[config.mk]
export PLATFORM = sky130hd
export DESIGN_NAME = frame_readout_controller
export DESIGN_NICKNAME = d
export VERILOG_FILES = /design/src/rtl/frame_readout_controller.sv
export SDC_FILE = /design/constraint.sdc
export NUM_CORES = 1
export LEC_CHECK = 0
export CORE_ASPECT_RATIO = 0.8
export CORE_MARGIN = 4
export CORE_UTILIZATION = 29
export DETAILED_ROUTE_END_ITERATION = 7
export SLEW_MARGIN = 25
export SYNTH_ARGS = -nofsm -noshare
export SYNTH_HDL_FRONTEND = slang
export SYNTH_SLANG_ARGS = --single-unit
[constraint.sdc]
create_clock -name Clk -period 2 [get_ports Clk]
set_clock_uncertainty 0.2 [all_clocks]
set_input_delay 0.2 -clock Clk [delete_from_list [all_inputs] [get_ports Clk]]
set_output_delay 0.2 -clock Clk [all_outputs]
set_load 0.03 [all_outputs]
[src/rtl/frame_readout_controller.sv]
// Frame readout controller: snapshots four measurement registers plus an XOR
// checksum on Capture, then hands the five bytes to an MCU one at a time over
// a four-phase ReadNextByte/ByteReady handshake.
module frame_readout_controller #(
  parameter int BUS_WIDTH         = 8,
  parameter int REGISTER_QUANTITY = 4   // only 4 is supported
) (
  input  logic                 Clk,
  input  logic                 Reset,
  input  logic [BUS_WIDTH-1:0] Register0,
  input  logic [BUS_WIDTH-1:0] Register1,
  input  logic [BUS_WIDTH-1:0] Register2,
  input  logic [BUS_WIDTH-1:0] Register3,
  input  logic                 Enable,
  input  logic                 Capture,
  input  logic                 ReadNextByte,
  output logic [BUS_WIDTH-1:0] McuBus,
  output logic                 ByteReady,
  output logic                 FrameReady,
  output logic                 FrameDone,
  output logic                 Overrun,
  output logic [2:0]           ByteIndex
);

  typedef enum logic [1:0] {IDLE, ARMED, HANDSHAKE} state_e;

  // Index of the checksum byte, which follows the data bytes.
  localparam logic [2:0] LAST_IDX = 3'(REGISTER_QUANTITY);

  state_e                                     state_q;
  logic [REGISTER_QUANTITY-1:0][BUS_WIDTH-1:0] shadow_q;
  logic [BUS_WIDTH-1:0]                       csum_q;
  logic [BUS_WIDTH-1:0]                       bus_q;
  logic                                       byte_rdy_q;
  logic                                       frame_rdy_q;
  logic                                       frame_done_q;
  logic                                       overrun_q;
  logic [2:0]                                 idx_q;

  logic [BUS_WIDTH-1:0]                       csum_d;
  logic [BUS_WIDTH-1:0]                       byte_sel_d;

  // Checksum of the live registers and the frame byte at the current index.
  always_comb begin
    csum_d     = Register0 ^ Register1 ^ Register2 ^ Register3;
    byte_sel_d = (idx_q == LAST_IDX) ? csum_q : shadow_q[idx_q[1:0]];
  end

  // Capture / readout state machine; every output is registered here.
  always_ff @(posedge Clk) begin
    if (Reset) begin
      state_q      <= IDLE;
      shadow_q     <= '0;
      csum_q       <= '0;
      bus_q        <= '0;
      byte_rdy_q   <= 1'b0;
      frame_rdy_q  <= 1'b0;
      frame_done_q <= 1'b0;
      overrun_q    <= 1'b0;
      idx_q        <= '0;
    end else begin
      frame_done_q <= 1'b0;
      unique case (state_q)
        IDLE: begin
          // ReadNextByte is ignored here; Capture only counts when enabled.
          if (Capture && Enable) begin
            shadow_q    <= {Register3, Register2, Register1, Register0};
            csum_q      <= csum_d;
            idx_q       <= '0;
            frame_rdy_q <= 1'b1;
            overrun_q   <= 1'b0;
            state_q     <= ARMED;
          end
        end
        ARMED: begin
          if (Capture) overrun_q <= 1'b1;
          if (ReadNextByte) begin
            bus_q      <= byte_sel_d;
            byte_rdy_q <= 1'b1;
            state_q    <= HANDSHAKE;
          end
        end
        HANDSHAKE: begin
          // A Capture on the final release edge still lands while busy.
          if (Capture) overrun_q <= 1'b1;
          if (!ReadNextByte) begin
            byte_rdy_q <= 1'b0;
            if (idx_q == LAST_IDX) begin
              idx_q        <= '0;
              frame_rdy_q  <= 1'b0;
              frame_done_q <= 1'b1;
              state_q      <= IDLE;
            end else begin
              idx_q   <= idx_q + 3'd1;
              state_q <= ARMED;
            end
          end
        end
        default: state_q <= IDLE;
      endcase
    end
  end

  assign McuBus     = bus_q;
  assign ByteReady  = byte_rdy_q;
  assign FrameReady = frame_rdy_q;
  assign FrameDone  = frame_done_q;
  assign Overrun    = overrun_q;
  assign ByteIndex  = idx_q;

endmodule

==> impl_metrics.yaml, run 1 <==
drt:
  drc: 0
  firstDrtPassIters: 4
  drtAntennaViolNets: 0
  num_vias: 2339
  drt_wl_total_um: 6840
  drt_iter0_drc: 80
  post_drt_wl_per_cell_um: 13.8
  viasPerCell: 4.73
global_routing:
  gr-usage-all-layers_pct: 13.0
  antenna_found_initial: 0
  grt_first_pass_wirelength_um: 11100
  grt_max_degree: 50
  grt_pass1_vias: 2278
  grt_overflow_total: 0
synthesis:
  synth-seq-cells: 57
  synth_area_leaders: "dfxtp_1 (42%), nand2_1 (9.1%), a21oi_1 (9.0%), xnor2_1 (7.7%), mux2_2 (7.0%)"
  synth_warnings: 0
  synth_edf_count: 0
  synthesis.nets: 363
  synth_top_area_share_pct: 42.0
  async_reset_ff_share_pct: 0
  synth_top_area_cell: "dfxtp_1"
  synth_area_per_cell_um2: 8.52
  ys_seq_area_share_pct: 42.0
  synth_area_um2: 2720
  syn-instance-count: 319
  synth-main-ff-cell: "dfxtp_1"
  synthDistinctLibCells: 32
power:
  p_per_area_nw_per_um2: 1070
  total_power_mw: 3.94
  max-vdd-ir-drop_uv: 384
  leakage_nw: 1.32
worst_setup_path:
  crit_arrival_ps: 1930
  cp_max_fo: 8
  end_kind: "flop"
  required_ps: 2050
  cp-start-kind: "flop"
  path_class: "reg2reg"
layout:
  antennaDiodeCount: 0
  ff_latch_area_um2: 1140
  syn2layout_area_growth_pct: 35.3
  final_common_cell: "nand2_1"
  multi_input_comb_area_um2: 1450
  drive_gt1_share_pct: 13.5
  nNetsFinal: 418
  nFillCells: 920
  final_cell_mix: "nand2_1 (66), dfxtp_1 (56), clkdlybuf4s50_1 (50), a21oi_1 (49), xnor2_1 (24)"
  final_util_pct: 40.4
clocking:
  clkTransAtPathRegs_ps: 50
  cts_tree: "yes"
  clkSinkCount: 57
  cts_hold_repair.buffers: 0
  post_cts_buffers: 0
  clockBufferDepth: 2
  insertion_delay_ps: 330
  cts_buffers: 9
  post_cts_resized: 0
  htreeDepth: 3
  cts_root_buffer: "clkbuf_16"
run:
  cap_violations: 0
timing:
  fmax_mhz: 532
  min_period_ps: 1880
  period_share_pct: 94.0
  hold_viol_final: 0
  rsz0062_at_grt: "no"
  setup-tns-final_ps: 0
  setup_violations: 0
  finalMaxSlewViolations: 0
  maxSlewHeadroom_pct: 65.9
  worstMarginPinSlew_ps: 512
floorplan:
  die_area_um2: 11000
  coreArea_um2: 9110
  die_y_um: 94.6
  num_rows: 31
  io_pins: 52
  initial_core_util_pct: 29.8
  die_x_um: 116
run_status:
  status: "completed"
worst_hold_path:
  hold_class: "in2reg"
placed_design:
  hpwl_um: 4990
  globalplace.congestion: 0.798
  portBuffers: 51
## metrics by stage
stage | instances | cell area [um2] | hold WS [ps] | setup slack (ps)
3_3_place_gp | 478 | 3370 | 241 | 179
5_1_grt | 494 | 3680 | 187 | 4.31
3_5_place_dp | 478 | 3370 | 245 | 115
2_1_floorplan | 319 | 2730 | 136 | 13.4
6_report | 494 | 3680 | 156 | 120
4_1_cts | 494 | 3680 | 155 | 113
## Yosys cell counts (all sizes together), types with 3 or more instances
cell     n
nand2b   3
nor2    20
a21oi   49
dfxtp   57
inv      6
and2     3
nand2   66
clkbuf   7
buf     12
mux2    17
a22oi    8
nor2b    4
a211oi  17
xnor2   24
ha       7
## path summary, 6_finish.rpt
path	startpoint	to	slack (ps)	cells after the start
hold / removal	Reset	ByteIndex[0]$_SDFFE_PP0P_	160	2
setup reg to reg	state_q[0]$_SDFFE_PP0P_	ByteIndex[0]$_SDFFE_PP0P_	120	5
hold reg to reg	shadow_q[31]$_SDFFE_PP0P_	shadow_q[31]$_SDFFE_PP0P_	250	2
setup / recovery	state_q[0]$_SDFFE_PP0P_	ByteIndex[0]$_SDFFE_PP0P_	120	5
## state kept, by name (all words and copies together) (netlist names)
name        count
shadow_q       32
ByteReady       1
state_q         2
ByteIndex       3
csum_q          8
McuBus          8
Overrun         1
FrameDone       1
FrameReady      1
## logic make-up (layout without fill, tap and decap cells)
kind of cell / count (synthesis) / in the layout / synth area share (%)
and+or+nand+nor: 104 / 104 / 16.0
AOI/OAI and AO/OA: 85 / 85 / 19.4
DFF: 57 / 57 / 42.0
buffers and inverters: 25 / 85 / 4.65
xor gates and xnor gates: 24 / 24 / 7.73
muxes: 17 / 17 / 7.04
adders and majority gates: 7 / 7 / 3.22
## power breakdown
part	switching (mW)	total, mW	internal (mW)
logic	0.543	0.993	0.449
registers	0.0947	1.39	1.29
clock network	0.524	1.56	1.03
## routing by layer
layer	global-route usage [%]	up-vias	wire (um)
met5	0	-	0
met4	5.12	0	59
met3	4.04	7	428
met2	18.6	60	2960
met1	18.1	1071	3390
li1	-	1201	-
## layout make-up
cell class                 count  area share, %
clock buffer                  12           6.97
clock inverter                 4           1.36
inverter                       6          0.612
multi-input combinational    237           39.5
sequential                    57           31.1
tap                          115           3.91
timing repair buffer          63           16.5
## worst max-delay path, stage by stage (launching register included)
cell and delay (ps):
dfxtp_1 400, inv_1 90, ha_1 280, a21boi_2 190, or4_1 500, a21oi_1 150
No activity file was read; power rests on OpenSTA's default activity.
==> run 2: changes to the inputs <==
Settings changed: CAP_MARGIN set to 20, CORE_MARGIN 4 to unset.
==> run 2 against run 1 <==
  * Cell count is 0.61% lower
  * Combinational power is essentially flat
  * Sequential share of layout area rose by 0.16 points
  * Fmax down 0.71%
  * Setup slack got worse by 13 ps
  * Sequential power about the same
  * Count of clock-buffer cells in the layout is 1 higher
  * Critical path depth is the same
  * Final area is 0.51% lower
  * Routed wire length fell by 2.3%
  * Clock power decreased by 12%
  * Utilization about the same
  * Critical endpoint unchanged
  * Largest power group is now registers
==> impl_metrics.yaml, run 2 (synthesis gave the netlist of run 1 again) <==
placed_design:
  place_inst: 474
  portBuffers: 51
  globalplace.congestion: 0.871
  hpwl_um: 4500
layout:
  final-instance-count-excl-fill: 491
  final_cell_mix: "nand2_1 (66), dfxtp_1 (56), clkdlybuf4s50_1 (50), a21oi_1 (49), xnor2_1 (24)"
  regMostFlops: "shadow_q"
  nFillCells: 941
  syn2layout_area_growth_pct: 34.7
  largest_register_ffs: 32
  drive_gt1_share_pct: 12.8
  antennaDiodeCount: 0
  nNetsFinal: 415
  final_common_cell: "nand2_1"
clocking:
  clkTransAtPathRegs_ps: 50
  insertion_delay_ps: 320
  cts_root_buffer: "clkbuf_16"
  clockBufferDepth: 2
  htreeDepth: 3
  cts_buffers: 9
  cts_tree: "yes"
  cts_hold_repair.buffers: 0
  clkSinkCount: 57
timing:
  rsz0062_at_grt: "no"
  finalMaxSlewViolations: 0
  maxSlewHeadroom_pct: 66.5
  setup_violations: 0
  hold_viol_final: 0
  fmax_mhz: 528
  min_period_ps: 1890
  worstMarginPinSlew_ps: 502
  setup-tns-final_ps: 0
  period_share_pct: 94.6
drt:
  firstDrtPassIters: 4
  viasPerCell: 4.74
  drtAntennaViolNets: 0
  num_vias: 2329
  drt_iter0_drc: 126
  drt_wl_total_um: 6680
  drc: 0
  post_drt_wl_per_cell_um: 13.6
global_routing:
  grt_pass1_vias: 2050
  grt_first_pass_wirelength_um: 10100
  antenna_found_initial: 0
  gr-usage-all-layers_pct: 13.9
  grt_overflow_total: 0
  grt_max_degree: 49
worst_setup_path:
  cp-start-kind: "flop"
  slowest_stage: "or4_1"
  crit_arrival_ps: 1930
  end_kind: "flop"
  cp_max_fo: 7
  required_ps: 2040
  path_class: "reg2reg"
  crit_buf_inv: 1
  crit_path_cell_trace: "inv_1, ha_1, a21boi_2, or4_1, a21oi_1"
  critPathMaxStageDelay_ps: 520
  path_delay_family: "simple AND/OR/NAND/NOR gates"
run:
  cap_violations: 0
worst_hold_path:
  hold_class: "in2reg"
floorplan:
  num_rows: 31
  die_y_um: 88.6
  die_area_um2: 9770
  initial_core_util_pct: 30.0
  die_x_um: 110
  coreArea_um2: 9080
  io_pins: 52
power:
  p_per_area_nw_per_um2: 1030
  leakage_nw: 1.30
  max-vdd-ir-drop_uv: 398
run_status:
  status: "completed"
==> run 2: changes by cell type in the layout (fill, tap and decap cells not counted) <==
cell | previous run | this run
clkinv_4 | 1 | 0
buf_6 | 0 | 1
clkinv_2 | 1 | 3
buf_12 | 1 | 2
buf_4 | 11 | 5
clkbuf_16 | 9 | 10
inv_4 | 1 | 0
clkbuf_1 | 1 | 2
bufinv_16 | 1 | 0
and3_1 | 1 | 0
and3_2 | 0 | 1
==> run 2: repair_timing <==
item / CTS / global route
gates resized for setup: 0 / 2
buffers inserted: 0 / 0
setup endpoints to repair: 0 / 10
hold endpoints to repair: 0 / 0
==> run 2: power by group <==
part | total (mW) | switching (mW) | internal, mW | leakage, nW
clock | 1.37 | 0.478 | 0.896 | 0.139
sequential | 1.39 | 0.0906 | 1.29 | 0.466
combinational | 1.02 | 0.556 | 0.464 | 0.698
total | 3.78 | 1.12 | 2.65 | 1.30
==> run 2: layout make-up <==
class	instances	area (um2)	area share (%)
multi-input cells	237	1460	39.7
flip-flops and latches	57	1140	31.3
repair buffers	60	619	16.9
clock buffers	13	260	7.11
well taps	115	144	3.93
inverters	6	22.5	0.615
clock inverters	3	15.0	0.410
==> run 2: final timing paths <==
check | start | to | slack (ps) | depth (start not counted)
hold / removal | Reset | ByteIndex[1]$_SDFFE_PP0P_ | 150 | 2
setup / recovery | state_q[0]$_SDFFE_PP0P_ | ByteIndex[0]$_SDFFE_PP0P_ | 110 | 5
setup reg to reg | state_q[0]$_SDFFE_PP0P_ | ByteIndex[0]$_SDFFE_PP0P_ | 110 | 5
hold reg to reg | shadow_q[26]$_SDFFE_PP0P_ | shadow_q[26]$_SDFFE_PP0P_ | 250 | 2
==> run 2: metrics by stage <==
stage                     utilization [%]  instance area (um2)  power (mW)  hold WS, ps  setup slack (ps)
after global placement               37.0                 3360        2.39          240               185
after CTS                            40.0                 3630        3.78          149              97.0
after global routing                 40.3                 3660        3.98          177              8.47
after floorplan                         -                 2730        2.05          136              13.4
after detailed placement             37.0                 3360        2.40          246               103
final                                40.3                 3660        3.78          155               107
==> run 2: per-layer routing <==
layer	vias up	GRT usage [%]	part of all wire (%)
met2	58	19.8	42
met5	-	0	0
met4	0	5.02	1.7
met1	1069	19.9	52
met3	7	3.98	4.6
li1	1195	-	-
==> run 3: changes to the inputs <==
Settings changed: SLEW_MARGIN 25 to unset.
==> results of run 3 <==
No change in the layout: final DEF, timing and power equal those of run 2.
